==> src/rtl/fetch_stage.sv <==
// Instruction-fetch stage: sequential PC generation, single-outstanding imem
// handshake, small fetch queue and the IF/ID pipeline register feeding decode.
module fetch_stage #(
  parameter logic [31:0] RESET_PC = 32'h0000_0000,
  parameter logic [31:0] NOP_INSN = 32'h0000_0013,
  parameter int unsigned QDEPTH   = 2
) (
  input  logic        clk,
  input  logic        rst,
  input  logic        keep,
  input  logic        redirect,
  input  logic [31:0] redirect_pc,
  output logic        imem_req,
  output logic [31:0] imem_addr,
  input  logic        imem_gnt,
  input  logic        imem_rvalid,
  input  logic [31:0] imem_rdata,
  output logic [31:0] PC_pype0,
  output logic [31:0] PCp4_pype0,
  output logic [31:0] Instraction_pype,
  output logic        fetch_valid
);

  localparam int unsigned PW = $clog2(QDEPTH);
  localparam int unsigned CW = PW + 1;

  // state   | meaning
  // S_REQ   | request may be issued at fetch_pc_q
  // S_WAIT  | one request granted, its data will be queued
  // S_DISCARD | one request granted, its data will be dropped
  typedef enum logic [1:0] {S_REQ, S_WAIT, S_DISCARD} state_e;

  state_e          state_q, state_d;
  logic [31:0]     fetch_pc_q, fetch_pc_d;
  logic [31:0]     req_pc_q, req_pc_d;
  logic            outstanding_q, outstanding_d;
  logic [PW-1:0]   wr_ptr_q, wr_ptr_d;
  logic [PW-1:0]   rd_ptr_q, rd_ptr_d;
  logic [CW-1:0]   count_q, count_d;
  logic [31:0]     pc_mem_q   [QDEPTH];
  logic [31:0]     word_mem_q [QDEPTH];

  logic [31:0]     if_pc_q, if_pc_d;
  logic [31:0]     if_pcp4_q, if_pcp4_d;
  logic [31:0]     if_insn_q, if_insn_d;
  logic            if_valid_q, if_valid_d;

  logic [CW-1:0]   occ;
  logic            gnt_acc;
  logic            push;
  logic            pop;

  assign occ       = count_q + CW'(outstanding_q);
  assign imem_req  = !rst && (state_q == S_REQ) && (occ < CW'(QDEPTH));
  assign imem_addr = fetch_pc_q;
  assign gnt_acc   = imem_req && imem_gnt;
  assign push      = (state_q == S_WAIT) && imem_rvalid && !redirect;
  assign pop       = !redirect && !keep && (count_q != '0);

  always_comb begin
    state_d       = state_q;
    fetch_pc_d    = fetch_pc_q;
    req_pc_d      = req_pc_q;
    outstanding_d = outstanding_q;

    case (state_q)
      S_REQ: begin
        if (gnt_acc) begin
          outstanding_d = 1'b1;
          fetch_pc_d    = fetch_pc_q + 32'd4;
          req_pc_d      = fetch_pc_q;
          state_d       = redirect ? S_DISCARD : S_WAIT;
        end
      end
      S_WAIT: begin
        if (imem_rvalid) begin
          outstanding_d = 1'b0;
          state_d       = S_REQ;
        end else if (redirect) begin
          state_d = S_DISCARD;
        end
      end
      S_DISCARD: begin
        if (imem_rvalid) begin
          outstanding_d = 1'b0;
          state_d       = S_REQ;
        end
      end
      default: state_d = S_REQ;
    endcase

    // The redirect target overrides the post-grant increment.
    if (redirect) begin
      fetch_pc_d = redirect_pc & 32'hFFFF_FFFC;
    end
  end

  always_comb begin
    wr_ptr_d = wr_ptr_q + PW'(push);
    rd_ptr_d = rd_ptr_q + PW'(pop);
    count_d  = count_q + CW'(push) - CW'(pop);
    if (redirect) begin
      wr_ptr_d = '0;
      rd_ptr_d = '0;
      count_d  = '0;
    end
  end

  always_comb begin
    if_pc_d    = if_pc_q;
    if_pcp4_d  = if_pcp4_q;
    if_insn_d  = if_insn_q;
    if_valid_d = if_valid_q;
    if (redirect || (!keep && count_q == '0)) begin
      if_pc_d    = 32'd0;
      if_pcp4_d  = 32'd0;
      if_insn_d  = NOP_INSN;
      if_valid_d = 1'b0;
    end else if (pop) begin
      if_pc_d    = pc_mem_q[rd_ptr_q];
      if_pcp4_d  = pc_mem_q[rd_ptr_q] + 32'd4;
      if_insn_d  = word_mem_q[rd_ptr_q];
      if_valid_d = 1'b1;
    end
  end

  always_ff @(posedge clk) begin
    if (rst) begin
      state_q       <= S_REQ;
      fetch_pc_q    <= RESET_PC;
      req_pc_q      <= 32'd0;
      outstanding_q <= 1'b0;
      wr_ptr_q      <= '0;
      rd_ptr_q      <= '0;
      count_q       <= '0;
      if_pc_q       <= 32'd0;
      if_pcp4_q     <= 32'd0;
      if_insn_q     <= NOP_INSN;
      if_valid_q    <= 1'b0;
    end else begin
      state_q       <= state_d;
      fetch_pc_q    <= fetch_pc_d;
      req_pc_q      <= req_pc_d;
      outstanding_q <= outstanding_d;
      wr_ptr_q      <= wr_ptr_d;
      rd_ptr_q      <= rd_ptr_d;
      count_q       <= count_d;
      if_pc_q       <= if_pc_d;
      if_pcp4_q     <= if_pcp4_d;
      if_insn_q     <= if_insn_d;
      if_valid_q    <= if_valid_d;
    end
  end

  // Queue storage needs no reset; occupancy is tracked by count_q.
  always_ff @(posedge clk) begin
    if (!rst && push) begin
      pc_mem_q[wr_ptr_q]   <= req_pc_q;
      word_mem_q[wr_ptr_q] <= imem_rdata;
    end
  end

  assign PC_pype0         = if_pc_q;
  assign PCp4_pype0       = if_pcp4_q;
  assign Instraction_pype = if_insn_q;
  assign fetch_valid      = if_valid_q;

endmodule

==> config.mk <==
export PLATFORM = sky130hd
export DESIGN_NAME = fetch_stage
export DESIGN_NICKNAME = d
export VERILOG_FILES = /design/src/rtl/fetch_stage.sv
export SDC_FILE = /design/constraint.sdc
export NUM_CORES = 1
export LEC_CHECK = 0
export ABC_CLOCK_PERIOD_IN_PS = 8650
export CORE_ASPECT_RATIO = 1.2
export CORE_MARGIN = 4
export CORE_UTILIZATION = 53
export CTS_CLUSTER_DIAMETER = 120
export DETAILED_ROUTE_END_ITERATION = 7
export PLACE_DENSITY = 0.91
export SETUP_SLACK_MARGIN = 0.1
export SYNTH_ARGS = -nofsm -noshare
export SYNTH_HDL_FRONTEND = slang
export SYNTH_SLANG_ARGS = --single-unit
==> constraint.sdc <==
create_clock -name clk -period 8.65 [get_ports clk]
set_clock_uncertainty 0.05 [all_clocks]
set_input_delay 1.73 -clock clk [delete_from_list [all_inputs] [get_ports clk]]
set_output_delay 1.73 -clock clk [all_outputs]
set_load 0.05 [all_outputs]
==> results.json, run 1 <==
{
  "hold_ws_ns": 0.398,
  "dr.pass1.iters": 5,
  "top_level_ports": 200,
  "cts_tree": "yes",
  "wl_per_cell_um": 18.7,
  "grt_max_degree": 75,
  "cp.required_ns": 6.87,
  "drive_gt1_share_pct": 7.35,
  "via_per_inst": 5.74,
  "clock_latency_ns": 0.53,
  "seq_area_mm2": 0.00693,
  "vias": 8576,
  "grt.overflow.total": 0,
  "power_density_mw_per_mm2": 196,
  "synth-seq-cells": 284,
  "critPathSlowestCell": "clkdlybuf4s50_1",
  "fillers": 1472,
  "port_buffers": 191,
  "grt_pass1_vias": 8574,
  "clk_pin_slew_worst_paths_ns": 0.06,
  "root_buffer": "clkbuf_16",
  "ys_seq_area_share_pct": 60.2,
  "synthArstFlopShare_pct": 0,
  "final_common_cell": "clkdlybuf4s50_1",
  "avgSynthCellArea_um2": 11.2,
  "synth_edf_count": 124,
  "place_area_mm2": 0.0136,
  "setup.worst_path.start_class": "input port",
  "setup_viol": 0,
  "finalCritPeriodShare_pct": 61.2,
  "routed_wirelength_mm": 27.9,
  "place_congestion": 0.834,
  "finish.instance_area_mm2": 0.0145,
  "rsz0062_at_grt": "no",
  "final_cell_mix": "clkdlybuf4s50_1 (190), dfxtp_1 (159), nand2_1 (150)",
  "post_cts_buffers": 0,
  "p_leak_nw": 4.75,
  "worstMarginPinSlew_ns": 1.19,
  "r2r_slack_ns": 4.97,
  "die_h_um": 169,
  "ant_nets": 0,
  "final-hold-violation-count": 0,
  "slew_viol_final": 0,
  "drt-initial-drc-count": 488,
  "fin_nets": 1279,
  "crit_arrival_ns": 3.51,
  "cts.htree.levels": 1,
  "layout_min_cycle_time_ns": 5.29,
  "yosys_warnings": 0,
  "syn2layout_area_growth_pct": 26.0,
  "multi_input_area_mm2": 0.00427,
  "status": "finished, final reports clean",
  "cts_inserted_buffers": 28,
  "dpl.hpwl_mm": 18.5,
  "netlist_instances": 1032,
  "clockBufferDepth": 3,
  "core-area_mm2": 0.0212,
  "vdd_drop_max_uv": 181,
  "drc": 0,
  "worstPathMaxFanout": 59,
  "fmax_mhz": 189,
  "initial_core_util_pct": 54.3,
  "worstSetupPathType": "input port to output pin",
  "fin_cells": 1494,
  "grt_usage_pct": 22.6,
  "max_cap_viol_count": 0,
  "ctsResizeCount": 0,
  "place_inst": 1443,
  "antenna_found_initial": 0,
  "grt_pass1_wl_mm": 44.6,
  "die_w_um": 143,
  "rows": 58,
  "clock-sinks": 284,
  "finalSetupTns_ns": 0,
  "dieArea_mm2": 0.0241,
  "max_stage_delay_ns": 0.81,
  "ys_types": 70,
  "diodes": 0,
  "ys.flop_type": "dfxtp_1",
  "hold_buffers": 0,
  "critPathCaptureType": "output pin",
  "netlist_area_mm2": 0.0115,
  "relSlewSlack_pct": 20.6,
  "hp-class": "flop to flop",
  "cp_cell_sequence": "buf_2, buf_4, and2b_1, o21a_1, clkdlybuf4s50_1"
}
synth_stat cells (all sizes together) (7+ instances only):
| master | count | area [um^2] |
|---|---|---|
| a211oi | 65 | 488 |
| a21oi | 56 | 284 |
| and4 | 8 | 73.8 |
| buf | 31 | 191 |
| clkbuf | 35 | 131 |
| dfxtp | 160 | 3200 |
| edfxtp | 124 | 3720 |
| inv | 7 | 26.3 |
| mux2i | 60 | 601 |
| nand2 | 150 | 563 |
| nand3 | 18 | 90.1 |
| nand4 | 19 | 170 |
| nor2 | 109 | 409 |
| nor3 | 18 | 116 |
| o211ai | 7 | 57.6 |
| o21ai | 35 | 175 |
| xnor2 | 20 | 175 |
| xor2 | 36 | 315 |
layout make-up:
cell class,instances,share of cell area (%)
clock inverter,13,1.07
inverter,8,0.207
sequential,284,47.8
multi-input combinational,679,29.4
tap,270,2.33
timing repair buffer,202,13.7
clock buffer,38,5.44
per-stage QoR:
stage,power (mW),utilization (%),setup slack [ns]
floorplan,1.56,-,1.55
CTS,2.85,68.4,3.37
global route,2.92,68.4,3.28
finish,2.84,68.4,3.36
detailed placement,1.64,64.0,3.38
global placement,1.63,64.0,3.40
registers in the layout, indices dropped and copies added, names as in the netlist:
signal	count
rd_ptr_q	1
PC_pype0	30
pc_mem_q	60
imem_addr	30
fetch_valid	1
word_mem_q	64
PCp4_pype0	30
wr_ptr_q	1
req_pc_q	30
state_q	2
Instraction_pype	32
count_q	2
outstanding_q	1
kinds of logic after synthesis:
family	share of synthesized area (%)
AND/OR/NAND/NOR	15.2
flip-flops	60.2
AO/OA/AOI/OAI	11.0
buffers and inverters	3.07
multiplexers	5.61
XOR/XNOR	4.26
adder cells (fa/ha/maj)	0.652
other	0.0326
routing by layer:
layer	routed length, um	global-route usage [%]	share of wire [%]	vias up
met5	0	0	0	-
met4	1040	8.97	3.7	0
met3	1890	3.66	6.8	64
met2	14000	39.0	50	346
met1	11000	28.5	39	4115
li1	-	-	-	4051
power breakdown:
group | switching, mW | total, mW | internal [mW]
combinational | 0.103 | 0.170 | 0.0665
clock | 0.497 | 1.23 | 0.731
sequential | 0.0241 | 1.44 | 1.41
worst max-delay path, delay by kind of cell:
kind            cells  cell delay (ns)
simple gates        1             0.38
compound gates      1             0.18
buf+inv             3             1.21
path summary, 6_finish.rpt:
check / cells after the start / endpoint / from
max: 5 / imem_req / rst
min: 2 / PCp4_pype0[22]$_SDFFE_PP0P_ / PCp4_pype0[22]$_SDFFE_PP0P_
max reg2reg: 9 / PCp4_pype0[28]$_SDFFE_PP0P_ / rd_ptr_q$_SDFF_PP0_
min reg2reg: 2 / PCp4_pype0[22]$_SDFFE_PP0P_ / PCp4_pype0[22]$_SDFFE_PP0P_
No activity file was read; power rests on OpenSTA's default activity.
==> run 2, diff against run 1 <==
- ABC_CLOCK_PERIOD_IN_PS: 8650 -> 5340
- clock period: 8.65 -> 5.34 ns (I/O delays scaled with it)
==> results.json, run 2 (synthesis gave the netlist of run 1 again) <==
{
  "final_cell_mix": "clkdlybuf4s50_1 (190), dfxtp_1 (159), nand2_1 (150)",
  "worstMarginPinSlew_ns": 1.20,
  "grt_usage_pct": 21.9,
  "antenna_found_initial": 0,
  "reg2reg_from": "rd_ptr_q$_SDFF_PP0_",
  "port_buffers": 191,
  "diodes": 0,
  "final-hold-violation-count": 0,
  "crit_cells": 4,
  "rows": 58,
  "worstSetupPathType": "input port to output pin",
  "layout_min_cycle_time_ns": 3.57,
  "top_level_ports": 200,
  "post_cts_buffers": 0,
  "cts_tree": "yes",
  "min_from": "PCp4_pype0[27]$_SDFFE_PP0P_",
  "ant_nets": 0,
  "cp.required_ns": 4.22,
  "rsz0062_at_grt": "no",
  "wl_per_cell_um": 18.4,
  "finalSetupTns_ns": 0,
  "drive_gt1_share_pct": 7.76,
  "dr.pass1.iters": 5,
  "die_h_um": 169,
  "max_stage_delay_ns": 0.81,
  "ff2ff_path_depth": 8,
  "fin_ws_ns": 1.77,
  "grt_pass1_wl_mm": 43.3,
  "max_cap_viol_count": 0,
  "drt-initial-drc-count": 554,
  "core-area_mm2": 0.0212,
  "hold_buffers": 0,
  "power_density_mw_per_mm2": 320,
  "critPathSlowestCell": "clkdlybuf4s50_1",
  "clock_latency_ns": 0.54,
  "worstPathMaxFanout": 5,
  "dieArea_mm2": 0.0241,
  "relSlewSlack_pct": 20.1,
  "setup.worst_path.start_class": "input port",
  "clock-sinks": 284,
  "setup_viol": 0,
  "syn2layout_area_growth_pct": 26.3,
  "r2r_slack_ns": 2.07,
  "ctsResizeCount": 0,
  "critPathCaptureType": "output pin",
  "regMostFlops": "word_mem_q",
  "power.total_mw": 4.64,
  "min_path_cells": 2,
  "cts.htree.levels": 1,
  "via_per_inst": 5.68,
  "die_w_um": 143,
  "fin_util_pct": 68.6,
  "initial_core_util_pct": 54.3,
  "cp_cell_sequence": "buf_2, and2b_1, o21a_1, clkdlybuf4s50_1",
  "clk_pin_slew_worst_paths_ns": 0.06,
  "crit_arrival_ns": 2.45,
  "hp-class": "flop to flop",
  "status": "finished, final reports clean",
  "root_buffer": "clkbuf_16",
  "fin_nets": 1278,
  "finalCritPeriodShare_pct": 66.8,
  "grt_pass1_vias": 8497,
  "dpl.hpwl_mm": 18.4,
  "slew_viol_final": 0,
  "grt.overflow.total": 0,
  "path_buf_inv": 2,
  "vdd_drop_max_uv": 272,
  "fmax_mhz": 280,
  "dp_slack_ns": 1.52,
  "drc": 0,
  "place_congestion": 0.839,
  "routed_wirelength_mm": 27.5,
  "final_common_cell": "clkdlybuf4s50_1",
  "cp_top_family": "buffers and inverters",
  "cts_inserted_buffers": 28,
  "largest_reg_flops": 64,
  "grt_max_degree": 78,
  "startpoint": "rst",
  "clockBufferDepth": 3,
  "vias": 8485,
  "p_leak_nw": 4.77
}
-- run 2: changes by cell type in the layout (fill, tap and decap cells not counted), sizes merged --
cell,before,now
inv,8,10
buf,12,11
clkbuf,38,37
-- run 2: area by class of cell --
class,count,area [um^2]
clock buffers,37,817
multi-input cells,679,4270
fillers,1461,6660
repair buffers,201,1980
clock inverters,15,165
flip-flops and latches,284,6930
well taps,270,338
inverters,8,30.0
-- run 2: path summary, 6_finish.rpt --
check / to
setup / recovery: imem_req
hold / removal: PCp4_pype0[27]$_SDFFE_PP0P_
setup reg to reg: PCp4_pype0[28]$_SDFFE_PP0P_
hold reg to reg: PCp4_pype0[27]$_SDFFE_PP0P_
-- run 2: layer usage --
| layer | track usage (%) | vias to the layer above | part of all wire, % |
|---|---|---|---|
| met4 | 7.98 | 0 | 3.4 |
| li1 | - | 4047 | - |
| met2 | 38.2 | 350 | 50 |
| met5 | 0 | - | 0 |
| met1 | 27.4 | 4029 | 40 |
| met3 | 3.58 | 59 | 6.9 |
-- run 2: worst reg2reg max path: stages, from the launching register on --
cell,delay (ns)
dfxtp_4,1.01
mux2_2,0.40
ha_1,0.29
nand4_1,0.13
nor2_1,0.34
o2111ai_4,0.26
nor4b_2,0.36
xor2_1,0.18
o21ai_0,0.10
-- run 2: power by group --
part	internal [mW]	total, mW	switching [mW]
clock network	1.23	2.04	0.811
registers	2.29	2.33	0.0391
logic	0.108	0.276	0.168
total	3.63	4.64	1.02
-- run 2: stage by stage --
stage / std cells / instance area, um^2 / hold slack (ns)
3_3_place_gp: 1442 / 13500 / 0.381
3_5_place_dp: 1442 / 13500 / 0.390
6_report: 1494 / 14500 / 0.404
5_1_grt: 1494 / 14500 / 0.423
2_1_floorplan: 1037 / 11500 / 0.375
4_1_cts: 1494 / 14500 / 0.407
